--- src/rtl/addsub_arbiter.sv ---
// Round-robin arbiter/sequencer for two requesters sharing one add/sub datapath.
// Grants in IDLE, issues one op, waits LAT cycles, then returns a tagged response.
module addsub_arbiter #(
  parameter int unsigned W   = 8,
  parameter int unsigned LAT = 2
) (
  input  logic         clk,
  input  logic         rst_n,
  input  logic         req0_valid,
  output logic         req0_ready,
  input  logic [3:0]   req0_op,
  input  logic [W-1:0] req0_a,
  input  logic [W-1:0] req0_b,
  input  logic         req1_valid,
  output logic         req1_ready,
  input  logic [3:0]   req1_op,
  input  logic [W-1:0] req1_a,
  input  logic [W-1:0] req1_b,
  output logic [W-1:0] dp_a,
  output logic [W-1:0] dp_b,
  output logic [3:0]   dp_ctrl,
  output logic         dp_sub,
  input  logic [W-1:0] dp_sum,
  input  logic         dp_cout,
  output logic         rsp_valid,
  input  logic         rsp_ready,
  output logic         rsp_id,
  output logic [W-1:0] rsp_sum,
  output logic         rsp_cout,
  output logic         rsp_err,
  output logic [15:0]  op_count
);

  localparam int unsigned OPW  = 4;
  localparam int unsigned CW   = 4;
  localparam int unsigned CNTW = 16;

  typedef enum logic [1:0] {S_IDLE, S_ISSUE, S_WAIT, S_RESP} state_t;

  state_t           r_state;
  state_t           w_next;
  logic             r_last;
  logic             r_id;
  logic             r_sub;
  logic             r_err;
  logic             r_cout;
  logic [OPW-1:0]   r_op;
  logic [W-1:0]     r_a;
  logic [W-1:0]     r_b;
  logic [W-1:0]     r_sum;
  logic [CW-1:0]    r_cnt;
  logic [CNTW-1:0]  r_op_count;

  logic             w_gnt;
  logic             w_gnt_id;
  logic [OPW-1:0]   w_sel_op;
  logic [W-1:0]     w_sel_a;
  logic [W-1:0]     w_sel_b;
  logic [1:0]       w_dec;
  logic             w_capture;

  // Decode returns {legal, subtract}
  function automatic logic [1:0] f_decode(input logic [OPW-1:0] op);
    case (op)
      4'd2, 4'd5, 4'd7: f_decode = 2'b10;
      4'd3, 4'd6, 4'd9: f_decode = 2'b11;
      default:          f_decode = 2'b00;
    endcase
  endfunction

  // Contention goes to the requester that did not win last time
  assign w_gnt_id  = (req0_valid && req1_valid) ? ~r_last : req1_valid;
  assign w_gnt     = (r_state == S_IDLE) && (req0_valid || req1_valid);
  assign w_sel_op  = w_gnt_id ? req1_op : req0_op;
  assign w_sel_a   = w_gnt_id ? req1_a  : req0_a;
  assign w_sel_b   = w_gnt_id ? req1_b  : req0_b;
  assign w_dec     = f_decode(w_sel_op);
  assign w_capture = (r_state == S_WAIT) && (r_cnt == CW'(1));

  always_ff @(posedge clk or negedge rst_n) begin
    if (!rst_n) r_state <= S_IDLE;
    else        r_state <= w_next;
  end

  always_comb begin
    w_next = r_state;
    case (r_state)
      S_IDLE:  if (w_gnt) w_next = w_dec[1] ? S_ISSUE : S_RESP;
      S_ISSUE: w_next = S_WAIT;
      S_WAIT:  if (w_capture) w_next = S_RESP;
      S_RESP:  if (rsp_ready) w_next = S_IDLE;
      default: w_next = S_IDLE;
    endcase
  end

  always_comb begin
    req0_ready = 1'b0;
    req1_ready = 1'b0;
    dp_a       = '0;
    dp_b       = '0;
    dp_ctrl    = '0;
    dp_sub     = 1'b0;
    rsp_valid  = 1'b0;
    case (r_state)
      S_IDLE: begin
        req0_ready = w_gnt && !w_gnt_id;
        req1_ready = w_gnt && w_gnt_id;
      end
      S_ISSUE, S_WAIT: begin
        dp_a    = r_a;
        dp_b    = r_b;
        dp_ctrl = r_op;
        dp_sub  = r_sub;
      end
      S_RESP:  rsp_valid = 1'b1;
      default: ;
    endcase
  end

  // Request latch, latency counter, result capture and completion count
  always_ff @(posedge clk or negedge rst_n) begin
    if (!rst_n) begin
      r_last     <= 1'b1;
      r_id       <= 1'b0;
      r_sub      <= 1'b0;
      r_err      <= 1'b0;
      r_cout     <= 1'b0;
      r_op       <= '0;
      r_a        <= '0;
      r_b        <= '0;
      r_sum      <= '0;
      r_cnt      <= '0;
      r_op_count <= '0;
    end else begin
      if (w_gnt) begin
        r_last <= w_gnt_id;
        r_id   <= w_gnt_id;
        r_op   <= w_sel_op;
        r_a    <= w_sel_a;
        r_b    <= w_sel_b;
        r_sub  <= w_dec[0];
        r_err  <= ~w_dec[1];
        r_sum  <= '0;
        r_cout <= 1'b0;
      end
      if (r_state == S_ISSUE) r_cnt <= CW'(LAT);
      if (r_state == S_WAIT)  r_cnt <= r_cnt - CW'(1);
      if (w_capture) begin
        r_sum      <= dp_sum;
        r_cout     <= dp_cout;
        r_op_count <= r_op_count + CNTW'(1);
      end
    end
  end

  assign rsp_id   = r_id;
  assign rsp_sum  = r_sum;
  assign rsp_cout = r_cout;
  assign rsp_err  = r_err;
  assign op_count = r_op_count;

endmodule

--- config.mk ---
export PLATFORM = sky130hd
export DESIGN_NAME = addsub_arbiter
export DESIGN_NICKNAME = d
export VERILOG_FILES = /design/src/rtl/addsub_arbiter.sv
export SDC_FILE = /design/constraint.sdc
export NUM_CORES = 1
export LEC_CHECK = 0
export CAP_MARGIN = 10
export CORE_MARGIN = 2
export CORE_UTILIZATION = 47
export DETAILED_ROUTE_END_ITERATION = 8
export PLACE_DENSITY_LB_ADDON = 0.2
export RECOVER_POWER = 25
export SLEW_MARGIN = 0
export SYNTH_ARGS = -nofsm -noshare
export SYNTH_HDL_FRONTEND = slang
export SYNTH_SLANG_ARGS = --single-unit
--- constraint.sdc ---
create_clock -name clk -period 2.51 [get_ports clk]
set_input_delay 0.251 -clock clk [delete_from_list [all_inputs] [get_ports clk]]
set_output_delay 0.251 -clock clk [all_outputs]
set_load 0.03 [all_outputs]
==> qor.yml, run 1 <==
ant_nets: 0
worstSetupPathType: "flip-flop to primary output"
synthTopCellsByArea: "dfrtp_1 (50%), a222oi_1 (6.0%), and2_1 (5.4%)"
critPathArrivalTime_ns: 2.06
layout_min_cycle_time_ns: 2.32
holdCritStartpoint: "op_count[15]"
die_w_um: 79.6
ys_warn_count: 0
cap_viol_max_count: 1
startpoint_type: "flip-flop"
clock.fmax_mhz: 432
grt_max_degree: 30
setup-tns-final_ns: 0
drive_above_1_share_pct: 8.47
startpoint: "r_state[0]"
p_leak_uw: 0.00176
dp_hpwl_um: 4730
layout.nets: 414
cts_buffers: 5
clkLatencyLatePin_ns: 0.31
path_clk_slew_ns: 0.10
cts-resized-gates: 0
drc: 0
rsz0062_at_grt: "false"
tritoncts: "yes"
finalMaxSlewViolations: 30
rows: 27
io_pins: 105
first_iter_violations: 125
h-tree-depth: 2
power_density_mw_per_mm2: 1030
grt_pass1_vias: 2118
worstSetupEndpointType: "primary output"
crit_path_max_fanout: 15
synth_cells: 242
clock_path_buffers: 2
peakVddDrop_uv: 633
violations: "max-capacitance violations, max-slew violations"
first_pass_iters: 7
wire_per_inst_um: 14.4
slew-limit-headroom_pct: -4.70
core_mm2: 0.00551
dieArea_mm2: 0.00633
finalSetupViolations: 0
path_buf_inv: 3
grt_usage_pct: 20.3
ys.flop_type: "dfrtp_1"
power_uw: 4040
final_common_cell: "clkdlybuf4s50_1"
post-route-period-util_pct: 92.2
finalClockSkew_ns: 0.00880
critPathMaxStageDelay_ns: 0.67
portBuffers: 104
synth_nets: 302
synth_top_area_share_pct: 50.4
status: "complete, but fails checks"
fin_ws_ns: 0.195
yosys.area.top_type: "dfrtp_1"
cp_data_required_time_ns: 2.26
cts_root_buffer: "clkbuf_8"
ys_ff_latch: 55
crit_family: "buffers and inverters"
path_cells: "inv_1, ha_1, buf_4, and2_1, clkdlybuf4s50_1"
avgSynthCellArea_um2: 11.1
async_flop_share_pct: 100
pre_cts_ws_ns: 0.516
drt-total-wl_um: 6130
antenna_cells: 0
antenna_found_initial: 0
overflow: 0
slowest_stage: "clkdlybuf4s50_1"
hold_viol: 0
rr_startpoint: "r_state[0]"
mostFrequentLayoutCells: "clkdlybuf4s50_1 (101), dfrtp_1 (54), inv_1 (26)"
synth_area_mm2: 0.00268
min_path_type: "flip-flop to flip-flop"
vias: 2219
fill_cells: 432
tightestPinTransition_ns: 1.57
synth_edf_count: 0
start_util_pct: 48.7
syn_to_final_growth_pct: 46.0
via_per_inst: 5.21
ys_types: 45
fp.dieH_um: 79.6
yosysSeqAreaShare_pct: 51.4
cts_sinks: 55
grt_pass1_wl_um: 9890
place_congestion: 0.776
-- cells by family after synthesis --
| logic type | Yosys count | share of synthesized area (%) |
|---|---|---|
| adders and majority gates | 6 | 2.80 |
| and+or+nand+nor | 69 | 16.3 |
| xor gates and xnor gates | 17 | 5.55 |
| DFF | 55 | 51.4 |
| muxes | 8 | 3.08 |
| buffers and inverters | 37 | 5.83 |
| AOI/OAI and AO/OA | 50 | 15.1 |
-- worst paths after layout --
path                                endpoint  slack [ns]  cells past startpoint
worst max-delay path              dp_ctrl[3]        0.19                      5
worst min-delay path            op_count[15]        0.48                      1
worst max register to register  op_count[15]        0.68                      7
worst min register to register  op_count[15]        0.48                      1
max in group asynchronous             r_a[3]        0.50                      3
min in group asynchronous             r_a[2]        0.86                      2
-- cell type report --
class	instances	area, um2	area share [%]
sequential	55	1380	35.2
multi-input combinational	150	1150	29.4
timing repair buffer	116	1120	28.5
inverter	26	97.6	2.49
tap	72	90.1	2.30
clock buffer	5	68.8	1.76
clock inverter	2	13.8	0.351
-- worst register-to-register path: cells and delay by family, from the launching register on --
kind                       cells  cell delay (ns)
and+or+nand+nor                3             0.73
DFF                            1             0.41
buffers and inverters          2             0.29
adders and majority gates      1             0.17
xor gates and xnor gates       1             0.16
-- where the power goes --
group | internal [uW] | leakage [uW] | switching (uW) | total [uW]
clock network | 191 | 0.0000440 | 276 | 468
registers | 1160 | 0.000715 | 173 | 1330
logic | 1000 | 0.00101 | 1240 | 2240
-- what timing repair did --
item / 4_1_cts / 5_1_grt
endpoints found under the hold margin: 26 / 0
setup buffers: 0 / 0
hold buffers: 1 / 0
endpoints found under the setup margin: 0 / 0
-- per-stage QoR --
stage,util (%),hold WS [ns],std cells,cell area [um2]
after global placement,69.6,0.310,418,3830
after CTS,71.3,0.479,426,3920
after floorplan,-,-0.0446,242,2680
final,71.1,0.476,426,3920
after detailed placement,69.6,0.316,418,3830
after global routing,71.1,0.500,426,3920
-- layer usage --
layer  part of all wire [%]  vias to the layer above  wire (um)  global-route usage [%]
met4                    1.1                        0         69                    6.90
met2                     52                       63       3160                    34.5
met1                     42                     1071       2590                    25.3
met5                      0                        -          0                       0
li1                       -                     1081          -                       -
met3                    5.0                        4        304                    4.64
-- Yosys cell counts, types with 3 or more instances --
cell,instances
mux2i_1,6
nand3_1,5
nand4_1,3
nand2_1,14
o21ai_1,6
clkbuf_1,5
inv_1,26
a222oi_1,16
xnor2_1,13
and2_1,23
ha_1,6
xor2_1,4
nor2_1,4
a21oi_1,3
a22o_1,9
dfrtp_1,54
nor3_1,3
o21ai_0,6
-- sequential cells by signal, indices dropped and copies added, names as in the netlist --
signal    flops
op_count     16
r_cnt         4
rsp_sum       8
r_sub         1
rsp_err       1
r_b           8
rsp_id        1
rsp_cout      1
r_a           8
r_op          4
r_last        1
r_state       2
Note: power is estimated with default switching activity, not from simulation.
==> run 2, diff against run 1 <==
Settings changed: CTS_CLUSTER_SIZE from default to 10.
==> results of run 2 <==
No change in the layout: final DEF, timing and power equal those of run 1.
